File: config.mk
export PLATFORM = sky130hd
export DESIGN_NAME = sram_arbiter_flat
export DESIGN_NICKNAME = d
export VERILOG_FILES = /design/src/rtl/sram_arbiter_pkg.sv /design/src/rtl/sram_arbiter_if.sv /design/src/rtl/sram_arbiter_arb_prio_age.sv /design/src/rtl/sram_arbiter.sv /design/src/flat_wrapper.sv
export SDC_FILE = /design/constraint.sdc
export NUM_CORES = 1
export LEC_CHECK = 0
export ABC_CLOCK_PERIOD_IN_PS = 1800
export CAP_MARGIN = 10
export CORE_AREA = 2 2 106 108
export CTS_CLUSTER_DIAMETER = 30
export DETAILED_ROUTE_END_ITERATION = 7
export DIE_AREA = 0 0 108 110
export DONT_BUFFER_PORTS = 1
export SETUP_SLACK_MARGIN = 0.15
export SYNTH_ARGS = -nofsm -noshare
export SYNTH_HDL_FRONTEND = slang
export SYNTH_SLANG_ARGS = --single-unit
File: constraint.sdc
create_clock -name clk -period 1.8 [get_ports clk]
set_input_delay 0.27 -clock clk [delete_from_list [all_inputs] [get_ports clk]]
set_output_delay 0.27 -clock clk [all_outputs]
set_load 0.01 [all_outputs]
File: src/rtl/sram_arbiter_pkg.sv
// rtl/sram_arbiter_pkg.sv - shared owner encoding and default parameters for the SRAM arbiter
package sram_arbiter_pkg;

    localparam int DEF_ADDR_W   = 32;
    localparam int DEF_DATA_W   = 32;
    localparam int DEF_MAX_WAIT = 4;

    typedef enum logic [1:0] {
        OWNER_NONE = 2'd0,
        OWNER_INST = 2'd1,
        OWNER_DATA = 2'd2
    } owner_t;

endpackage

File: src/rtl/sram_arbiter_if.sv
// rtl/sram_arbiter_if.sv - fetch, data and SRAM signal bundle around the arbiter
interface sram_arbiter_if
    import sram_arbiter_pkg::*;
#(
    parameter int ADDR_W = DEF_ADDR_W,
    parameter int DATA_W = DEF_DATA_W
);
    logic                  inst_req;
    logic [ADDR_W-1:0]     inst_addr;
    logic                  inst_gnt;
    logic                  inst_rvalid;
    logic [DATA_W-1:0]     inst_rdata;

    logic                  data_req;
    logic [DATA_W/8-1:0]   data_wen;
    logic [ADDR_W-1:0]     data_addr;
    logic [DATA_W-1:0]     data_wdata;
    logic                  data_gnt;
    logic                  data_rvalid;
    logic [DATA_W-1:0]     data_rdata;

    logic                  sram_en;
    logic [DATA_W/8-1:0]   sram_wen;
    logic [ADDR_W-1:0]     sram_addr;
    logic [DATA_W-1:0]     sram_wdata;
    logic [DATA_W-1:0]     sram_rdata;

    modport arb (
        input  inst_req, inst_addr,
        output inst_gnt, inst_rvalid, inst_rdata,
        input  data_req, data_wen, data_addr, data_wdata,
        output data_gnt, data_rvalid, data_rdata,
        output sram_en, sram_wen, sram_addr, sram_wdata,
        input  sram_rdata
    );

    modport cpu (
        output inst_req, inst_addr,
        input  inst_gnt, inst_rvalid, inst_rdata,
        output data_req, data_wen, data_addr, data_wdata,
        input  data_gnt, data_rvalid, data_rdata
    );

    modport mem (
        input  sram_en, sram_wen, sram_addr, sram_wdata,
        output sram_rdata
    );

endinterface

File: src/rtl/sram_arbiter_arb_prio_age.sv
// rtl/sram_arbiter_arb_prio_age.sv - data-first priority with an aging counter that protects fetch
module arb_prio_age
    import sram_arbiter_pkg::*;
#(
    parameter int MAX_WAIT = DEF_MAX_WAIT
) (
    input  logic clk,
    input  logic resetn,
    input  logic inst_req,
    input  logic data_req,
    output logic inst_sel,
    output logic data_sel
);
    logic [3:0] wait_cnt;
    logic       inst_pri;

    assign inst_pri = (wait_cnt == 4'(MAX_WAIT));

    // Grants are gated by resetn so nothing reaches the SRAM while in reset.
    always_comb begin
        inst_sel = 1'b0;
        data_sel = 1'b0;
        if (resetn) begin
            if (data_req && !(inst_req && inst_pri))
                data_sel = 1'b1;
            else if (inst_req)
                inst_sel = 1'b1;
        end
    end

    always_ff @(posedge clk or negedge resetn) begin
        if (!resetn) begin
            wait_cnt <= 4'd0;
        end else if (inst_req && !inst_sel) begin
            if (!inst_pri)
                wait_cnt <= wait_cnt + 4'd1;
        end else begin
            wait_cnt <= 4'd0;
        end
    end

endmodule

File: src/rtl/sram_arbiter.sv
// rtl/sram_arbiter.sv - shares one synchronous-read SRAM between instruction fetch and data ports
module sram_arbiter
    import sram_arbiter_pkg::*;
#(
    parameter int ADDR_W   = DEF_ADDR_W,
    parameter int DATA_W   = DEF_DATA_W,
    parameter int MAX_WAIT = DEF_MAX_WAIT
) (
    input  logic          clk,
    input  logic          resetn,
    sram_arbiter_if.arb   bus
);
    logic              inst_sel;
    logic              data_sel;
    owner_t            resp_owner;
    logic              resp_read;
    logic              inst_rvalid;
    logic              data_rvalid;
    logic [DATA_W-1:0] inst_rdata_q;
    logic [DATA_W-1:0] data_rdata_q;

    arb_prio_age #(
        .MAX_WAIT (MAX_WAIT)
    ) u_age (
        .clk      (clk),
        .resetn   (resetn),
        .inst_req (bus.inst_req),
        .data_req (bus.data_req),
        .inst_sel (inst_sel),
        .data_sel (data_sel)
    );

    assign bus.inst_gnt   = inst_sel;
    assign bus.data_gnt   = data_sel;
    assign bus.sram_en    = inst_sel | data_sel;
    assign bus.sram_wen   = data_sel ? bus.data_wen : '0;
    assign bus.sram_addr  = data_sel ? bus.data_addr : bus.inst_addr;
    assign bus.sram_wdata = bus.data_wdata;

    always_ff @(posedge clk or negedge resetn) begin
        if (!resetn) begin
            resp_owner   <= OWNER_NONE;
            resp_read    <= 1'b0;
            inst_rdata_q <= '0;
            data_rdata_q <= '0;
        end else begin
            if (data_sel)
                resp_owner <= OWNER_DATA;
            else if (inst_sel)
                resp_owner <= OWNER_INST;
            else
                resp_owner <= OWNER_NONE;
            resp_read <= data_sel && (bus.data_wen == '0);
            if (inst_rvalid)
                inst_rdata_q <= bus.sram_rdata;
            if (data_rvalid && resp_read)
                data_rdata_q <= bus.sram_rdata;
        end
    end

    assign inst_rvalid = (resp_owner == OWNER_INST);
    assign data_rvalid = (resp_owner == OWNER_DATA);

    // SRAM data arrives in the rvalid cycle, so it is forwarded then and held afterwards.
    assign bus.inst_rvalid = inst_rvalid;
    assign bus.data_rvalid = data_rvalid;
    assign bus.inst_rdata  = inst_rvalid ? bus.sram_rdata : inst_rdata_q;
    assign bus.data_rdata  = (data_rvalid && resp_read) ? bus.sram_rdata : data_rdata_q;

endmodule
File: src/flat_wrapper.sv
// flat-port wrapper written by rule: the top's interface ports become plain ports
module sram_arbiter_flat import sram_arbiter_pkg::*;
#(
    parameter int ADDR_W   = DEF_ADDR_W,
    parameter int DATA_W   = DEF_DATA_W,
    parameter int MAX_WAIT = DEF_MAX_WAIT
)
  (clk, resetn, bus_inst_req, bus_inst_addr, bus_inst_gnt, bus_inst_rvalid, bus_inst_rdata, bus_data_req, bus_data_wen, bus_data_addr, bus_data_wdata, bus_data_gnt, bus_data_rvalid, bus_data_rdata, bus_sram_en, bus_sram_wen, bus_sram_addr, bus_sram_wdata, bus_sram_rdata);
  sram_arbiter_if #(.ADDR_W(ADDR_W), .DATA_W(DATA_W)) bus_i ();
  input  logic clk;
  input  logic resetn;
  input wire logic [$bits(bus_i.inst_req)-1:0] bus_inst_req;
  input wire logic [$bits(bus_i.inst_addr)-1:0] bus_inst_addr;
  output wire logic [$bits(bus_i.inst_gnt)-1:0] bus_inst_gnt;
  output wire logic [$bits(bus_i.inst_rvalid)-1:0] bus_inst_rvalid;
  output wire logic [$bits(bus_i.inst_rdata)-1:0] bus_inst_rdata;
  input wire logic [$bits(bus_i.data_req)-1:0] bus_data_req;
  input wire logic [$bits(bus_i.data_wen)-1:0] bus_data_wen;
  input wire logic [$bits(bus_i.data_addr)-1:0] bus_data_addr;
  input wire logic [$bits(bus_i.data_wdata)-1:0] bus_data_wdata;
  output wire logic [$bits(bus_i.data_gnt)-1:0] bus_data_gnt;
  output wire logic [$bits(bus_i.data_rvalid)-1:0] bus_data_rvalid;
  output wire logic [$bits(bus_i.data_rdata)-1:0] bus_data_rdata;
  output wire logic [$bits(bus_i.sram_en)-1:0] bus_sram_en;
  output wire logic [$bits(bus_i.sram_wen)-1:0] bus_sram_wen;
  output wire logic [$bits(bus_i.sram_addr)-1:0] bus_sram_addr;
  output wire logic [$bits(bus_i.sram_wdata)-1:0] bus_sram_wdata;
  input wire logic [$bits(bus_i.sram_rdata)-1:0] bus_sram_rdata;
  assign bus_i.inst_req = bus_inst_req;
  assign bus_i.inst_addr = bus_inst_addr;
  assign bus_inst_gnt = bus_i.inst_gnt;
  assign bus_inst_rvalid = bus_i.inst_rvalid;
  assign bus_inst_rdata = bus_i.inst_rdata;
  assign bus_i.data_req = bus_data_req;
  assign bus_i.data_wen = bus_data_wen;
  assign bus_i.data_addr = bus_data_addr;
  assign bus_i.data_wdata = bus_data_wdata;
  assign bus_data_gnt = bus_i.data_gnt;
  assign bus_data_rvalid = bus_i.data_rvalid;
  assign bus_data_rdata = bus_i.data_rdata;
  assign bus_sram_en = bus_i.sram_en;
  assign bus_sram_wen = bus_i.sram_wen;
  assign bus_sram_addr = bus_i.sram_addr;
  assign bus_sram_wdata = bus_i.sram_wdata;
  assign bus_i.sram_rdata = bus_sram_rdata;
  sram_arbiter #(.ADDR_W(ADDR_W), .DATA_W(DATA_W), .MAX_WAIT(MAX_WAIT)) u_core (.clk(clk), .resetn(resetn), .bus(bus_i));
endmodule
==> results by group, run 1 <==
Status
  • Outcome: finished with violations
  • Failing checks: negative hold slack, negative setup slack

Logic synthesis
  • Syn avg cell area: 14.0 µm²
  • Post-synth top area share: 51.5%
  • Cell count after synthesis: 247
  • EDFF count, synth: 0
  • Commonest cells post-synth: mux2_2, dfrtp_1, buf_4
  • Synth cell types: 25
  • Ys flop type: dfrtp_1
  • Synth area leaders: dfrtp_1, mux2_2, buf_4
  • Most common cell in the netlist: mux2_2
  • Share of synthesized registers carrying an async set or reset: 100%
  • Synth Register Bits: 71
  • Post-synthesis sequential area ratio: 51.5%
  • Net Count, Synth: 385
  • Cell area after synthesis: 3450 µm²
  • Synthesis warning total: 0
  • Top cell type by total area after synthesis: dfrtp_1

Floorplanning
  • Die X: 108 µm
  • Core area: 10700 µm²
  • I/O pin count: 273
  • Row cnt: 38
  • Initial core utilization: 32.3%
  • Chip Height: 110 µm
  • Die area: 11900 µm²

Place
  • Hpwl dp: 6.02 mm
  • Placed inst area: 3460 µm²
  • Post-Place Setup Slack: -0.0511 ns
  • GP Congestion: 0.740
  • IO Port Bufs: 0

Global route
  • Vias in the first global route: 2034
  • Total GRT Usage: 14.6%
  • Initial antenna violation count: 0
  • Largest net degree at the start of global routing: 78
  • Global-route wire length before repair: 12.5 mm
  • Overflow left after global routing: 0

Cells and area
  • Final core area utilization: 40.4%
  • Area of the multi-input gates: 1620 µm²
  • P&R area growth vs syn: 25.2%
  • ANT cells: 0
  • Final-stage net count: 392
  • Sequential cell area: 1780 µm²
  • Share of layout cells above drive strength 1: 63.3%
  • Filler cells: 1012
  • Design area: 4320 µm²

Clock tree
  • H-tree depth: 3
  • Max Root-Sink Buffers: 2
  • Root Driver: clkbuf_8
  • CTS Buf Count: 9
  • Clock transition at path regs: 0.09 ns
  • Sink Count: 71
  • TritonCTS clock tree: built
  • Worst skew pair latency: 0.34 ns

Critical path
  • Crit-path max cell delay: 0.40 ns
  • CP endpoint kind: output pin
  • CP max-delay cell: mux2_2
  • CP max FO: 37
  • WP buf/inv: 2
  • CP top delay family: multiplexers
  • WS Path Type: reg2out
  • CP arrival: 1.95 ns
  • CP Launch Type: flip-flop
  • Worst endpoint required time: 1.53 ns
  • Critical Path, Cell by Cell: inv_2 -> ha_4 -> and3b_4 -> a21oi_4 -> buf_12 -> mux2_2

STA
  • RSZ-0062 raised after global routing: true
  • Fmax achieved: 451 MHz
  • Clk_skew: 0.0110 ns
  • Min Tclk post-route: 2.22 ns
  • Pins Over Slew Limit: 0
  • Worst slew pin tran: 0.286 ns
  • WHS: -0.393 ns
  • Setup ws final: -0.415 ns
  • Tcrit/Tclk final: 123%
  • Setup TNS: -20.15 ns
  • Slew headroom: 80.8%
  • Final count of hold timing violations: 71
  • Final number of setup-violating endpoints: 101

Route
  • Wire length per cell: 23.1 µm
  • First-pass iteration count of the detailed router: 4
  • Initial DRC count: 72
  • Final WL: 9.23 mm
  • # DRC: 0
  • Via-per-instance ratio: 4.96
  • Antenna viol nets, final: 0
  • Via count: 1981

Min path
  • Hold Path Class: in2async

Power and ir drop
  • PD cells: 937 nW/µm²
  • Peak VDD IR: 446 µV
  • Leakage Power: 1.99 nW

Job
  • Max-cap violations: 0
==> cell type report <==
type                    count  share of cell area [%]
clock buffers               9                    2.87
clock inverters             7                    1.30
inverters                   3                   0.261
multi-input cells         130                    37.4
flip-flops and latches     71                    41.1
well taps                 140                    4.05
repair buffers             39                    13.0
==> kinds of logic after synthesis <==
group           Yosys count  synth area share (%)
simple gates             26                  4.28
buf+inv                  46                  9.39
flops                    71                  51.5
compound gates            4                 0.762
mux                      96                  32.8
xor+xnor                  2                 0.508
fa+ha+maj                 2                 0.725
==> layout by cell type, fill, tap and decap left out, types with 3 or more instances in the layout <==
master,instances
buf_16,5
dfrtp_1,71
mux2_2,27
nand2_1,4
mux2_4,69
clkbuf_8,9
and2_1,3
buf_12,8
buf_6,7
buf_4,16
clkinvlp_4,3
==> worst paths after layout <==
| check | startpoint | to | slack (ns) | cells after the start |
|---|---|---|---|---|
| hold reg to reg | u_core.data_rdata_q[24] | u_core.data_rdata_q[24] | 0.52 | 1 |
| min in group clk | bus_sram_rdata[1] | u_core.data_rdata_q[1] | 0.10 | 1 |
| setup / recovery | u_core.u_age.wait_cnt[0] | bus_sram_addr[31] | -0.42 | 6 |
| max in group asynchronous | resetn | u_core.inst_rdata_q[24] | 2.06 | 0 |
| hold / removal | resetn | u_core.data_rdata_q[3] | -0.39 | 0 |
| setup reg to reg | u_core.u_age.wait_cnt[0] | u_core.u_age.wait_cnt[1] | 0.22 | 10 |
==> metal layers <==
layer  track usage (%)  up-vias  share of wire [%]
met1              17.7     1000                 40
met4              5.13        0               0.99
met2              23.2      139                 51
met5                 0        -                  0
met3              6.11        8                8.4
li1                  -      834                  -
==> power by group <==
| group | internal, mW | switching, mW |
|---|---|---|
| clock network | 0.517 | 0.677 |
| logic | 0.495 | 0.441 |
| registers | 1.84 | 0.0752 |
| total | 2.86 | 1.19 |
==> timing repair <==
item | 4_1_cts | 5_1_grt
gates resized for setup | 77 | 9
buffers inserted | 15 | 4
cloned | 6 | 2
endpoints found under the setup margin | 102 | 103
pin swaps | 3 | 5
hold endpoints to repair | 71 | 71
==> through the flow <==
stage               power (mW)  hold WS, ns  cells
floorplan                 2.61      -0.0256    247
global placement          2.64      -0.0243    356
detailed placement        2.67      -0.0247    356
CTS                       4.09       -0.416    393
global route              4.27       -0.430    399
finish                    4.05       -0.393    399
==> sequential cells by signal, summed over array words and instances (netlist names) <==
name / cells
u_core.data_rdata_q: 32
u_core.inst_rdata_q: 32
u_core.u_age.wait_cnt: 4
u_core.resp_owner: 2
u_core.resp_read: 1
No activity file was read; power rests on OpenSTA's default activity.
==> run 2: changes to the inputs <==
--- a/config.mk
+++ b/config.mk
@@ -7,11 +7,12 @@
 export LEC_CHECK = 0
 export ABC_CLOCK_PERIOD_IN_PS = 1800
 export CAP_MARGIN = 10
-export CORE_AREA = 2 2 106 108
+export CORE_AREA = 2 2 105 107
 export CTS_CLUSTER_DIAMETER = 30
 export DETAILED_ROUTE_END_ITERATION = 7
-export DIE_AREA = 0 0 108 110
+export DIE_AREA = 0 0 107 109
 export DONT_BUFFER_PORTS = 1
+export GPL_ROUTABILITY_DRIVEN = 0
 export SETUP_SLACK_MARGIN = 0.15
 export SYNTH_ARGS = -nofsm -noshare
 export SYNTH_HDL_FRONTEND = slang
==> run 2 against run 1 <==
Effect of this change: clock skew is essentially flat; global-route usage grew 1.6 points; combinational power grew 14%; critical path type unchanged; the flow still finishes with violations (negative hold slack, negative setup slack).
==> results by group, run 2 (synthesized netlist as in run 1, its figures left out) <==
Cells and area
  • Biggest regs: u_core.data_rdata_q x32, u_core.inst_rdata_q x32, u_core.u_age.wait_cnt x4 (unchanged)
  • Final-stage net count: 408 (was 392)
  • ANT cells: 0 (unchanged)
  • P&R area growth vs syn: 37.8% (was 25.2%)
  • Filler cells: 937 (was 1012)
  • Most frequent cells in the layout: mux2_4, dfrtp_1, buf_4 (was dfrtp_1, mux2_4, mux2_2)
  • Most common cell after layout, fill and taps aside: mux2_4 (was dfrtp_1)
  • Share of layout cells above drive strength 1: 66.5% (was 63.3%)

Clock tree
  • TritonCTS clock tree: built (unchanged)
  • Max Root-Sink Buffers: 2 (unchanged)
  • H-tree depth: 3 (unchanged)
  • Sink Count: 71 (unchanged)
  • Clock transition at path regs: 0.09 ns (about the same)
  • Worst skew pair latency: 0.35 ns (was 0.34 ns)
  • Root Driver: clkbuf_8 (unchanged)
  • CTS Buf Count: 9 (unchanged)

Power and ir drop
  • Leakage Power: 2.26 nW (was 1.99 nW)
  • Overall power: 4.42 mW (was 4.05 mW)
  • Peak VDD IR: 481 µV (was 446 µV)
  • PD cells: 929 nW/µm² (was 937 nW/µm²)

Route
  • Final WL: 9.82 mm (was 9.23 mm)
  • # DRC: 0 (unchanged)
  • Via count: 2095 (was 1981)
  • First-pass iteration count of the detailed router: 4 (unchanged)
  • Wire length per cell: 23.7 µm (was 23.1 µm)
  • Antenna viol nets, final: 0 (unchanged)
  • Initial DRC count: 75 (was 72)
  • Via-per-instance ratio: 5.05 (was 4.96)

Global route
  • Global-route wire length before repair: 13.5 mm (was 12.5 mm)
  • Vias in the first global route: 2239 (was 2034)
  • Initial antenna violation count: 0 (unchanged)
  • Total GRT Usage: 16.1% (was 14.6%)
  • Largest net degree at the start of global routing: 78 (unchanged)
  • Overflow left after global routing: 0 (unchanged)

Critical path
  • CP Launch Type: flip-flop (unchanged)
  • CP top delay family: flip-flops (was multiplexers)
  • Worst endpoint required time: 1.53 ns (about the same)
  • CP arrival: 1.91 ns (was 1.95 ns)
  • CP max FO: 7 (was 37)
  • CP endpoint kind: output pin (unchanged)
  • WS Path Type: reg2out (unchanged)
  • Crit-path max cell delay: 0.37 ns (was 0.40 ns)
  • Critical Path, Cell by Cell: inv_2 -> ha_4 -> and3b_4 -> a21oi_4 -> buf_6 -> buf_16 -> mux2_4 (was inv_2 -> ha_4 -> and3b_4 -> a21oi_4 -> buf_12 -> mux2_2)
  • WP buf/inv: 3 (was 2)
  • CP max-delay cell: dfrtp_1 (was mux2_2)

STA
  • Clk_skew: 0.0114 ns (was 0.0110 ns)
  • Tcrit/Tclk final: 121% (was 123%)
  • Setup TNS: -23.16 ns (was -20.15 ns)
  • Worst slew pin tran: 0.199 ns (was 0.286 ns)
  • Setup ws final: -0.380 ns (was -0.415 ns)
  • Slew headroom: 86.6% (was 80.8%)
  • Min Tclk post-route: 2.18 ns (was 2.22 ns)
  • Pins Over Slew Limit: 0 (unchanged)
  • Final number of setup-violating endpoints: 103 (was 101)
  • Final count of hold timing violations: 71 (unchanged)
  • Fmax achieved: 459 MHz (was 451 MHz)
  • RSZ-0062 raised after global routing: true (unchanged)
  • WHS: -0.393 ns (about the same)

Floorplanning
  • Core area: 10600 µm² (was 10700 µm²)
  • Die area: 11700 µm² (was 11900 µm²)
  • Die X: 107 µm (was 108 µm)
  • Row cnt: 38 (unchanged)
  • Chip Height: 109 µm (was 110 µm)
  • Initial core utilization: 32.5% (was 32.3%)
  • I/O pin count: 273 (unchanged)

Place
  • IO Port Bufs: 0 (unchanged)
  • Hpwl dp: 6.19 mm (was 6.02 mm)

Min path
  • Hold Path Class: in2async (unchanged)

Status
  • Outcome: finished with violations (unchanged)
  • Failing checks: negative hold slack, negative setup slack (unchanged)

Job
  • Max-cap violations: 0 (unchanged)
run 2: cell types whose count changed in the layout (fill, tap and decap cells not counted), moves of 3 or more:
cell and delta:
mux2_4 +27, buf_8 +3, buf_16 +6, mux2_2 -27
buf_6 +7
run 2: stage by stage:
stage          std cells  setup WS, ns  hold slack, ns  area [µm²]  util, %
6_report             415        -0.380          -0.393        4760     44.9
3_5_place_dp         359       -0.0126         -0.0240        3510     33.1
4_1_cts              412        -0.399          -0.413        4710     44.4
5_1_grt              415        -0.436          -0.429        4760     44.9
3_3_place_gp         359        0.0270         -0.0238        3510     33.1
2_1_floorplan        247       -0.0302         -0.0256        3460        -
run 2: layer usage:
metal  global-route usage (%)  vias up  share of wire, %
li1                         -      869                 -
met1                     20.8     1087                41
met2                     23.5      124                48
met3                     8.07       15               9.4
met4                     5.29        0               1.2
met5                        0        -                 0
run 2: where the power goes:
group | switching, mW | internal, mW | total (mW)
Sequential | 0.0769 | 1.85 | 1.92
Clock | 0.632 | 0.788 | 1.42
Combinational | 0.473 | 0.602 | 1.07
Total | 1.18 | 3.24 | 4.42
run 2: cell type report:
class | count | area (µm²) | area share, %
Multi-Input combinational cell | 130 | 1730 | 36.4
Sequential cell | 71 | 1780 | 37.4
Timing Repair Buffer | 55 | 841 | 17.7
Inverter | 3 | 11.3 | 0.237
Clock buffer | 10 | 128 | 2.68
Tap cell | 140 | 175 | 3.68
Clock inverter | 6 | 92.6 | 1.95
run 2: worst register-to-register path, stage by stage, from the launching register on:
cell and delay [ns]:
dfrtp_1 0.40, inv_2 0.08, ha_4 0.13, buf_4 0.10, buf_6 0.08, buf_6 0.08
buf_6 0.08, buf_6 0.08, nand3b_1 0.09, buf_4 0.15, buf_4 0.12, buf_4 0.12
buf_4 0.12, buf_4 0.12, nand2_2 0.06, a21oi_2 0.05
run 2: final timing paths:
kind	from	slack, ns	cells past startpoint	to
max	u_core.u_age.wait_cnt[0]	-0.38	7	bus_sram_addr[20]
min	resetn	-0.39	0	u_core.inst_rdata_q[17]
max reg2reg	u_core.u_age.wait_cnt[0]	-0.16	15	u_core.u_age.wait_cnt[1]
min reg2reg	u_core.data_rdata_q[21]	0.52	1	u_core.data_rdata_q[21]
max in group asynchronous	resetn	2.07	0	u_core.resp_read
min in group clk	bus_inst_req	0.10	1	u_core.resp_owner[0]
run 2: what timing repair did:
| item | in CTS | in global routing |
|---|---|---|
| pin swaps | 7 | 6 |
| endpoints found under the setup margin | 102 | 106 |
| gates resized for setup | 121 | 7 |
| endpoints found under the hold margin | 71 | 71 |
| cloned | 11 | 0 |
| buffers inserted | 26 | 3 |
==> run 3: changes to the inputs <==
--- a/config.mk
+++ b/config.mk
@@ -5,7 +5,6 @@
 export SDC_FILE = /design/constraint.sdc
 export NUM_CORES = 1
 export LEC_CHECK = 0
-export ABC_CLOCK_PERIOD_IN_PS = 1800
 export CAP_MARGIN = 10
 export CORE_AREA = 2 2 105 107
 export CTS_CLUSTER_DIAMETER = 30
==> results of run 3 <==
No change in the layout: final DEF, timing and power equal those of run 2.
